$ cat config.mk
export PLATFORM = sky130hd
export DESIGN_NAME = instr_fetch_unit_flat
export DESIGN_NICKNAME = d
export VERILOG_FILES = /design/src/rtl/mips_pkg.sv /design/src/rtl/instr_fetch_unit_if.sv /design/src/rtl/next_pc_calc.sv /design/src/rtl/instr_fetch_unit.sv /design/src/flat_wrapper.sv
export SDC_FILE = /design/constraint.sdc
export NUM_CORES = 1
export LEC_CHECK = 0
export ABC_AREA = 1
export CORE_UTILIZATION = 42
export DETAILED_ROUTE_END_ITERATION = 10
export PLACE_DENSITY = 0.92
export SYNTH_ARGS = -nofsm -noshare
export SYNTH_HDL_FRONTEND = slang
export SYNTH_SLANG_ARGS = --single-unit
$ cat constraint.sdc
create_clock -name clk -period 6.58 [get_ports clk]
set_clock_uncertainty 0.1 [all_clocks]
set_input_delay 0.987 -clock clk [delete_from_list [all_inputs] [get_ports clk]]
set_output_delay 0.987 -clock clk [all_outputs]
set_load 0.01 [all_outputs]
$ cat src/rtl/mips_pkg.sv
// -----------------------------------------------------------------------------
// mips_pkg
// Shared definitions for the multi-cycle MIPS front end: the instruction-fetch
// state encoding, the opcode field position within a 32-bit instruction word
// (also used by decoder_control), and the HALT opcode.
// -----------------------------------------------------------------------------
package mips_pkg;

    // Fetch-unit sequencing states.
    typedef enum logic [2:0] {
        ST_IDLE   = 3'd0,
        ST_FETCH  = 3'd1,
        ST_DECODE = 3'd2,
        ST_EXEC   = 3'd3,
        ST_HALT   = 3'd4
    } fetch_state_e;

    // Opcode field slice of an instruction word.
    localparam int OPC_MSB = 31;
    localparam int OPC_LSB = 26;

    localparam logic [5:0] OPC_HALT = 6'b111111;

    function automatic logic is_halt_opcode(input logic [5:0] opcode);
        return opcode == OPC_HALT;
    endfunction

endpackage

$ cat src/rtl/instr_fetch_unit_if.sv
// -----------------------------------------------------------------------------
// instr_fetch_unit_if
// Bundles the two buses the fetch unit sits between:
//   imem_addr / imem_ren / imem_rdata  - instruction-memory read port
//   instr / decoder_en / decoder_done  - decoder_control request handshake
// master: the fetch unit (drives address, read enable, instruction, request).
// slave : the memory + decoder side (drives read data and done).
// -----------------------------------------------------------------------------
interface instr_fetch_unit_if #(
    parameter int ADDR_W = 8
);
    logic [ADDR_W-1:0] imem_addr;
    logic              imem_ren;
    logic [31:0]       imem_rdata;
    logic [31:0]       instr;
    logic              decoder_en;
    logic              decoder_done;

    modport master (
        output imem_addr, imem_ren, instr, decoder_en,
        input  imem_rdata, decoder_done
    );

    modport slave (
        input  imem_addr, imem_ren, instr, decoder_en,
        output imem_rdata, decoder_done
    );
endinterface

$ cat src/rtl/next_pc_calc.sv
// -----------------------------------------------------------------------------
// next_pc_calc
// Combinational next-PC selection, all arithmetic modulo 2^ADDR_W:
//   jump                  -> jump_address[ADDR_W-1:0]   (highest priority)
//   branch & branch_taken -> pc + 1 + imm_extended[ADDR_W-1:0]
//   otherwise             -> pc + 1
// Ports: pc, jump, branch, branch_taken, imm_extended (word offset),
//        jump_address (26-bit target field) in; next_pc out.
// ADDR_W must not exceed 31.
// -----------------------------------------------------------------------------
module next_pc_calc #(
    parameter int ADDR_W = 8
) (
    input  logic [ADDR_W-1:0] pc,
    input  logic              jump,
    input  logic              branch,
    input  logic              branch_taken,
    input  logic [31:0]       imm_extended,
    input  logic [25:0]       jump_address,
    output logic [ADDR_W-1:0] next_pc
);
    logic [31:0]       jump_wide;
    logic [ADDR_W-1:0] pc_plus1;
    logic [ADDR_W-1:0] jump_target;
    logic [ADDR_W-1:0] branch_target;
    logic              unused_hi;

    // Zero-extend first so the truncation below is legal for any ADDR_W.
    assign jump_wide     = 32'(jump_address);
    assign jump_target   = jump_wide[ADDR_W-1:0];
    // Truncating to ADDR_W bits makes the wrap at 2^ADDR_W implicit.
    assign pc_plus1      = pc + ADDR_W'(1);
    assign branch_target = pc_plus1 + imm_extended[ADDR_W-1:0];

    // Bits above the PC width cannot affect a modulo-2^ADDR_W result.
    assign unused_hi = ^{jump_wide[31:ADDR_W], imm_extended[31:ADDR_W]};

    always_comb begin
        next_pc = pc_plus1;
        if (jump) begin
            next_pc = jump_target;
        end else if (branch && branch_taken) begin
            next_pc = branch_target;
        end
    end
endmodule

$ cat src/rtl/instr_fetch_unit.sv
// -----------------------------------------------------------------------------
// instr_fetch_unit
// Producer side of decoder_control in the multi-cycle MIPS datapath. Reads an
// instruction from BRAM, hands it to the decoder with a decoder_en /
// decoder_done handshake, waits for writeback to retire it, then computes the
// next PC (sequential / branch / jump) and fetches again. A HALT opcode parks
// the unit until reset.
// Ports:
//   clk, rst_n         clock (rising edge), async active-low reset
//   start              pulse in IDLE that begins fetching from pc
//   bus (master)       imem_addr/imem_ren/imem_rdata and instr/decoder_en/
//                      decoder_done
//   retire             writeback completion pulse, acted on only in EXEC
//   Jump, Branch,      control-flow info sampled on retire
//   branch_taken
//   imm_extended       sign-extended branch offset, in words
//   jump_address       jump target field
//   pc                 PC of the instruction in flight
//   busy, halted       status: busy outside IDLE/HALT, halted in HALT
// MEM_LAT (1..4) is the imem read latency in cycles.
// -----------------------------------------------------------------------------
module instr_fetch_unit
    import mips_pkg::*;
#(
    parameter int              ADDR_W   = 8,
    parameter int              MEM_LAT  = 1,
    parameter logic [ADDR_W-1:0] RESET_PC = '0
) (
    input  logic              clk,
    input  logic              rst_n,
    input  logic              start,
    instr_fetch_unit_if.master bus,
    input  logic              retire,
    input  logic              Jump,
    input  logic              Branch,
    input  logic              branch_taken,
    input  logic [31:0]       imm_extended,
    input  logic [25:0]       jump_address,
    output logic [ADDR_W-1:0] pc,
    output logic              busy,
    output logic              halted
);
    localparam int CNT_W = 3;

    fetch_state_e      state_q, state_d;
    logic [ADDR_W-1:0] pc_q, pc_d;
    logic [31:0]       instr_q, instr_d;
    logic              ren_q, ren_d;
    logic [CNT_W-1:0]  cnt_q, cnt_d;
    logic [ADDR_W-1:0] next_pc;

    next_pc_calc #(
        .ADDR_W(ADDR_W)
    ) u_next_pc_calc (
        .pc           (pc_q),
        .jump         (Jump),
        .branch       (Branch),
        .branch_taken (branch_taken),
        .imm_extended (imm_extended),
        .jump_address (jump_address),
        .next_pc      (next_pc)
    );

    always_comb begin
        // NOTE: every variable assigned here gets a default first, so no path
        // leaves one unassigned and no latch is inferred.
        state_d = state_q;
        pc_d    = pc_q;
        instr_d = instr_q;
        ren_d   = 1'b0;
        cnt_d   = cnt_q;

        case (state_q)
            ST_IDLE: begin
                if (start) begin
                    state_d = ST_FETCH;
                    ren_d   = 1'b1;
                    cnt_d   = '0;
                end
            end

            // cnt_q is 0 in the imem_ren cycle and reaches MEM_LAT in the
            // cycle where imem_rdata holds the word addressed by pc.
            ST_FETCH: begin
                if (cnt_q == CNT_W'(MEM_LAT)) begin
                    instr_d = bus.imem_rdata;
                    state_d = is_halt_opcode(bus.imem_rdata[OPC_MSB:OPC_LSB])
                              ? ST_HALT : ST_DECODE;
                end else begin
                    cnt_d = cnt_q + CNT_W'(1);
                end
            end

            ST_DECODE: begin
                if (bus.decoder_done) begin
                    state_d = ST_EXEC;
                end
            end

            ST_EXEC: begin
                if (retire) begin
                    pc_d    = next_pc;
                    state_d = ST_FETCH;
                    ren_d   = 1'b1;
                    cnt_d   = '0;
                end
            end

            ST_HALT: state_d = ST_HALT;

            default: state_d = ST_IDLE;
        endcase
    end

    always_ff @(posedge clk or negedge rst_n) begin
        if (!rst_n) begin
            state_q <= ST_IDLE;
            pc_q    <= RESET_PC;
            instr_q <= '0;
            ren_q   <= 1'b0;
            cnt_q   <= '0;
        end else begin
            // NOTE: non-blocking assignments so every flop samples the values
            // from before this edge, independent of statement order.
            state_q <= state_d;
            pc_q    <= pc_d;
            instr_q <= instr_d;
            ren_q   <= ren_d;
            cnt_q   <= cnt_d;
        end
    end

    // All outputs come straight from flops or decode state_q, so an async
    // reset (including a reset mid-handshake) drops them immediately.
    assign bus.imem_addr  = pc_q;
    assign bus.imem_ren   = ren_q;
    assign bus.instr      = instr_q;
    assign bus.decoder_en = (state_q == ST_DECODE);
    assign pc             = pc_q;
    assign busy           = (state_q != ST_IDLE) && (state_q != ST_HALT);
    assign halted         = (state_q == ST_HALT);
endmodule

$ cat src/flat_wrapper.sv
// flat-port wrapper written by rule: the top's interface ports become plain ports
module instr_fetch_unit_flat import mips_pkg::*;
#(
    parameter int              ADDR_W   = 8,
    parameter int              MEM_LAT  = 1,
    parameter logic [ADDR_W-1:0] RESET_PC = '0
)
  (clk, rst_n, start, retire, Jump, Branch, branch_taken, imm_extended, jump_address, pc, busy, halted, bus_imem_addr, bus_imem_ren, bus_instr, bus_decoder_en, bus_imem_rdata, bus_decoder_done);
  instr_fetch_unit_if #(.ADDR_W(ADDR_W)) bus_i ();
  input  logic clk;
  input  logic rst_n;
  input  logic start;
  input  logic retire;
  input  logic Jump;
  input  logic Branch;
  input  logic branch_taken;
  input  logic [31:0] imm_extended;
  input  logic [25:0] jump_address;
  output logic [ADDR_W-1:0] pc;
  output logic busy;
  output logic halted;
  output wire logic [$bits(bus_i.imem_addr)-1:0] bus_imem_addr;
  output wire logic [$bits(bus_i.imem_ren)-1:0] bus_imem_ren;
  output wire logic [$bits(bus_i.instr)-1:0] bus_instr;
  output wire logic [$bits(bus_i.decoder_en)-1:0] bus_decoder_en;
  input wire logic [$bits(bus_i.imem_rdata)-1:0] bus_imem_rdata;
  input wire logic [$bits(bus_i.decoder_done)-1:0] bus_decoder_done;
  assign bus_imem_addr = bus_i.imem_addr;
  assign bus_imem_ren = bus_i.imem_ren;
  assign bus_instr = bus_i.instr;
  assign bus_decoder_en = bus_i.decoder_en;
  assign bus_i.imem_rdata = bus_imem_rdata;
  assign bus_i.decoder_done = bus_decoder_done;
  instr_fetch_unit #(.ADDR_W(ADDR_W), .MEM_LAT(MEM_LAT), .RESET_PC(RESET_PC)) u_core (.clk(clk), .rst_n(rst_n), .start(start), .bus(bus_i), .retire(retire), .Jump(Jump), .Branch(Branch), .branch_taken(branch_taken), .imm_extended(imm_extended), .jump_address(jump_address), .pc(pc), .busy(busy), .halted(halted));
endmodule
==> flow_metrics.tcl, run 1 <==
set metrics [dict create \
    drt_iter0_markers 146 \
    rows 28 \
    clkLatencyLatePin_ns 0.29 \
    cp_slowest_cell "clkdlybuf4s50_1" \
    worstPathMaxFanout 5 \
    dieArea_um2 6780 \
    final.min_clock_period_ns 2.76 \
    yosysWarnings 0 \
    worstPathArrival_ns 1.67 \
    drc 0 \
    setup_viol_count_final 0 \
    hold_path_class "flop to flop" \
    syn_inst 284 \
    vdd_drop_max_uv 292 \
    gr-total-overflow 0 \
    grt_setup_unrepaired "false" \
    path_clk_slew_ns 0.10 \
    max_freq_mhz 363 \
    seq_area_frac_synth_pct 43.4 \
    leakagePower_nw 1.88 \
    synth_top_cells_by_area "dfrtp_1, mux2_4, nand2_1" \
    syn-num-nets 394 \
    place.gp.congestion 0.822 \
    maxCapViolations 0 \
    syn_area_um2 2710 \
    synth.distinct_cells 31 \
    placeableCoreArea_um2 6060 \
    via_per_inst 4.95 \
    io_pins 150 \
    synth_top_area_share_pct 43.4 \
    nets 495 \
    grt_pass1_wl_um 10100 \
    most-common-layout-cells "clkdlybuf4s50_1, nand2_1, dfrtp_1" \
    fp.dieH_um 82.4 \
    antenna_found_initial 0 \
    route.vias.total 2284 \
    grt_usage_pct 19.8 \
    root_buffer "clkbuf_8" \
    fin_crit_sh_pct 41.9 \
    endpoint_kind "output port" \
    cts-htree-levels 2 \
    post_cts_buffers 0 \
    grt_pass1_vias 2215 \
    relSlewSlack_pct 31.9 \
    startpoint_type "flop" \
    synthToLayoutAreaGrowth_pct 43.3 \
    post-dp-hpwl_um 5120 \
    initial_utilization_pct 44.8 \
    slew_viol_final 0 \
    synthFlopType "dfrtp_1" \
    first_pass_iters 4 \
    path_class "flop to output port" \
    critPathMaxStageDelay_ns 0.57 \
    fillers 479 \
    grt_max_degree 48 \
    postRouteAntennaNets 0 \
    antenna_cells 0 \
    max-clock-path-buffers 2 \
    cts_buffers 5 \
    drive_gt1_share_pct 11.9 \
    worst_slew_pin_slew_ns 1.02 \
    p_total_mw 1.78 \
    layout_commonest_cell "clkdlybuf4s50_1" \
    post-synth-top-area-cell "dfrtp_1" \
    cts_resized 0 \
    synth_edf_count 0 \
    die_w_um 82.4 \
    crit_required_ns 5.49 \
    hold_viol_final 0 \
    status "completed" \
    totalWireLength_um 6620 \
    io_buffer_count 107 \
    clock_sinks 47 \
    ys_async_sr_fraction_pct 100 \
    yosys_register_bits 47 \
    avgSynthCellArea_um2 9.55 \
    power.density_nw_per_um2 458 \
    cts_tree "yes" \
    holdBufCountCts 0 \
    wl_per_cell_um 14.4 \
    tns_ns 0 \
    crit_chain "inv_1, nand2_1, nor2_1, clkdlybuf4s50_1" \
]
state kept, by name, summed over array words and instances (netlist names):
| register | flops |
|---|---|
| u_core.bus.imem_addr | 8 |
| u_core.bus.instr | 32 |
| u_core.cnt_q | 3 |
| u_core.bus.imem_ren | 1 |
| u_core.state_q | 3 |
critical path, delay by kind of cell, from the launching register on:
kind,cells,cell delay (ns)
flip-flops,1,0.41
buffers and inverters,2,0.74
AND/OR/NAND/NOR,2,0.24
routing by layer:
layer	global-route usage, %	vias up	share of wire (%)
met4	5.96	0	1.1
met2	34.0	89	51
met5	0	-	0
met3	6.15	6	6.8
li1	-	1125	-
met1	23.7	1064	41
per-stage QoR:
step,cell area (um2),worst slack [ns],std cells,utilization (%),hold slack (ns)
2_1_floorplan,2710,4.29,284,-,0.364
4_1_cts,3890,3.80,461,64.1,0.402
3_5_place_dp,3770,3.69,453,62.2,0.378
3_3_place_gp,3770,3.74,453,62.2,0.365
6_report,3890,3.82,461,64.1,0.398
5_1_grt,3890,3.71,461,64.1,0.434
kinds of logic (layout without fill, tap and decap cells):
kind of cell | after synthesis | in the layout | synth area share, %
AOI/OAI and AO/OA | 39 | 39 | 7.66
xor gates and xnor gates | 5 | 5 | 1.61
adders and majority gates | 12 | 12 | 5.81
buffers and inverters | 46 | 148 | 8.30
DFF | 47 | 47 | 43.4
muxes | 30 | 30 | 16.1
and+or+nand+nor | 105 | 105 | 17.2
final timing paths:
kind                                                          start                             endpoint  slack, ns  cells after the start
max in group asynchronous                                     rst_n  u_core.bus.imem_addr[0]$_DFFE_PN0P_       4.99                      1
worst min register to register     u_core.bus.instr[31]$_DFFE_PN0P_     u_core.bus.instr[31]$_DFFE_PN0P_       0.40                      2
worst max register to register  u_core.bus.imem_addr[1]$_DFFE_PN0P_  u_core.bus.imem_addr[7]$_DFFE_PN0P_       4.10                     19
worst min-delay path               u_core.bus.instr[31]$_DFFE_PN0P_     u_core.bus.instr[31]$_DFFE_PN0P_       0.40                      2
worst max-delay path                  u_core.state_q[0]$_DFFE_PN0P_                               halted       3.82                      4
min in group asynchronous                                     rst_n      u_core.bus.instr[1]$_DFFE_PN0P_       0.77                      1
area by class of cell:
class / count / area (um2) / area share, %
multi-input combinational: 191 / 1310 / 33.7
sequential: 47 / 1180 / 30.3
timing repair buffer: 107 / 1070 / 27.4
inverter: 33 / 124 / 3.19
tap: 75 / 93.8 / 2.41
clock buffer: 5 / 68.8 / 1.77
clock inverter: 3 / 46.3 / 1.19
cell usage after synthesis, types with 2 or more instances:
cell / instances
ha_1: 11
xor2_1: 4
or2_2: 2
nor3_1: 2
clkbuf_1: 2
buf_6: 3
nand3_1: 16
o22ai_1: 2
a21oi_1: 14
mux2_2: 4
buf_4: 8
o21ai_0: 18
mux2_4: 26
nand4_1: 3
inv_1: 32
dfrtp_1: 47
nand2_1: 54
nor2_1: 23
report_power, final:
| group | internal, mW | total [mW] | leakage, nW | switching [mW] |
|---|---|---|---|---|
| combinational | 0.573 | 1.02 | 1.27 | 0.448 |
| sequential | 0.430 | 0.545 | 0.561 | 0.115 |
| clock | 0.115 | 0.214 | 0.0548 | 0.100 |
(Power assumes the default switching activity.)
==> inputs of run 2 (changes only) <==
--- a/config.mk
+++ b/config.mk
@@ -6,9 +6,9 @@
 export NUM_CORES = 1
 export LEC_CHECK = 0
 export ABC_AREA = 1
-export CORE_UTILIZATION = 42
+export CORE_UTILIZATION = 39
 export DETAILED_ROUTE_END_ITERATION = 10
-export PLACE_DENSITY = 0.92
+export PLACE_DENSITY = 0.87
 export SYNTH_ARGS = -nofsm -noshare
 export SYNTH_HDL_FRONTEND = slang
 export SYNTH_SLANG_ARGS = --single-unit
==> constraint.sdc (replaced) <==
create_clock -name clk -period 2.8 [get_ports clk]
set_clock_uncertainty 0.1 [all_clocks]
set_input_delay 0.42 -clock clk [delete_from_list [all_inputs] [get_ports clk]]
set_output_delay 0.42 -clock clk [all_outputs]
set_load 0.01 [all_outputs]
==> flow_metrics.tcl, run 2 (synthesis results as in run 1) <==
set metrics [dict create \
    root_buffer "clkbuf_8" \
    drive_gt1_share_pct 11.9 \
    clock_sinks 47 \
    relSlewSlack_pct 31.4 \
    vdd_drop_max_uv 650 \
    grt_pass1_wl_um 10300 \
    seq_area_um2 1180 \
    synthToLayoutAreaGrowth_pct 43.0 \
    worstPathArrival_ns 2.49 \
    hold_path_class "input pin to async pin" \
    io_pins 150 \
    most-common-layout-cells "clkdlybuf4s50_1, nand2_1, dfrtp_1" \
    largest_reg_flops 32 \
    route.vias.total 2312 \
    path_class "flop to flop" \
    antenna_cells 0 \
    post_cts_buffers 0 \
    slew_viol_final 0 \
    cts_resized 0 \
    dieArea_um2 7290 \
    die_w_um 85.4 \
    drt_iter0_markers 64 \
    postRouteAntennaNets 0 \
    wl_per_cell_um 13.6 \
    max_freq_mhz 417 \
    totalWireLength_um 6340 \
    grt_usage_pct 17.6 \
    crit_required_ns 2.89 \
    final_cells 467 \
    fp.dieH_um 85.4 \
    fin_crit_sh_pct 85.6 \
    worstPathMaxFanout 6 \
    place_inst 459 \
    leakagePower_nw 1.88 \
    cts-htree-levels 2 \
    hold_viol_final 0 \
    drc 0 \
    multi_input_area_um2 1310 \
    cts_tree "yes" \
    placeableCoreArea_um2 6760 \
    endpoint_kind "flop" \
    rows 30 \
    nets 496 \
    first_pass_iters 6 \
    antenna_found_initial 0 \
    worst_slew_pin_slew_ns 1.03 \
    timing.rr.start "u_core.bus.imem_addr[0]$_DFFE_PN0P_" \
    layout_commonest_cell "clkdlybuf4s50_1" \
    critPathLaunch "u_core.bus.imem_addr[0]$_DFFE_PN0P_" \
    initial_utilization_pct 40.1 \
    via_per_inst 4.95 \
    path_clk_slew_ns 0.08 \
    io_buffer_count 107 \
    gr-total-overflow 0 \
    holdBufCountCts 0 \
    status "completed" \
    place.gp.congestion 0.869 \
    final.min_clock_period_ns 2.40 \
    grt_max_degree 48 \
    grt_setup_unrepaired "false" \
    max-clock-path-buffers 2 \
    startpoint_type "flop" \
    cts_buffers 5 \
    fillers 597 \
    setup_viol_count_final 0 \
    tns_ns 0 \
    grt_pass1_vias 2308 \
    clkLatencyLatePin_ns 0.29 \
    post-dp-hpwl_um 4990 \
    utilization_pct 57.4 \
    maxCapViolations 0 \
    power.density_nw_per_um2 1050 \
]
[run 2: cell count changes in the layout (fill, tap and decap cells not counted)]
cell        previous run  this run
clkbuf_8               5         6
clkinv_4               0         1
clkbuf_1               0         1
buf_4                  0         1
clkinvlp_4             1         0
bufinv_16              1         0
inv_6                  1         0
[run 2: path summary, 6_finish.rpt]
| kind | endpoint | slack [ns] | cells past startpoint |
|---|---|---|---|
| worst min-delay path | u_core.bus.instr[18]$_DFFE_PN0P_ | 0.19 | 1 |
| worst max-delay path | u_core.bus.imem_addr[7]$_DFFE_PN0P_ | 0.40 | 18 |
| min in group clk | u_core.bus.instr[31]$_DFFE_PN0P_ | 0.40 | 2 |
| max in group asynchronous | u_core.bus.instr[23]$_DFFE_PN0P_ | 1.77 | 1 |
| worst min register to register | u_core.bus.instr[31]$_DFFE_PN0P_ | 0.40 | 2 |
| worst max register to register | u_core.bus.imem_addr[7]$_DFFE_PN0P_ | 0.40 | 18 |
[run 2: per-stage QoR]
stage / setup WS [ns] / power (mW) / hold WS (ns) / instance area [um2]
3_5_place_dp: 0.423 / 3.66 / 0.386 / 3780
6_report: 0.403 / 4.08 / 0.194 / 3880
4_1_cts: 0.421 / 4.10 / 0.235 / 3880
3_3_place_gp: 0.479 / 3.57 / 0.368 / 3780
5_1_grt: 0.124 / 4.37 / 0.284 / 3880
2_1_floorplan: 0.635 / 2.66 / 0.0244 / 2710
[run 2: per-layer routing]
metal / vias up / wire length (um) / part of all wire (%) / track usage (%)
met4: 0 / 76 / 1.2 / 4.70
met5: - / 0 / 0 / 0
li1: 1126 / - / - / -
met3: 7 / 380 / 6.0 / 4.86
met2: 72 / 3340 / 53 / 31.9
met1: 1107 / 2550 / 40 / 20.4
[run 2: power by group]
group	leakage (nW)	total (mW)	switching, mW	internal, mW
clock	0.0484	0.421	0.218	0.202
combinational	1.27	2.38	1.03	1.35
sequential	0.561	1.28	0.271	1.01
[run 2: cell type report]
type / count / area share, %
Clock buffer: 7 / 2.23
Tap cell: 80 / 2.58
Sequential cell: 47 / 30.3
Multi-Input combinational cell: 191 / 33.8
Inverter: 33 / 3.19
Timing Repair Buffer: 108 / 27.7
Clock inverter: 1 / 0.226
[run 2: worst max-delay path: stages, from the launching register on]
cell,delay (ns)
dfrtp_1,0.45
ha_1,0.24
nand2_1,0.09
inv_1,0.06
nand2_1,0.06
xor2_1,0.14
inv_1,0.08
ha_1,0.34
nand2_1,0.11
nand2_1,0.07
nand2_1,0.04
nand2_1,0.06
inv_1,0.04
nand2_1,0.10
nand3_1,0.09
nand3_1,0.09
nand2_1,0.06
nand2_1,0.05
nand2_1,0.05
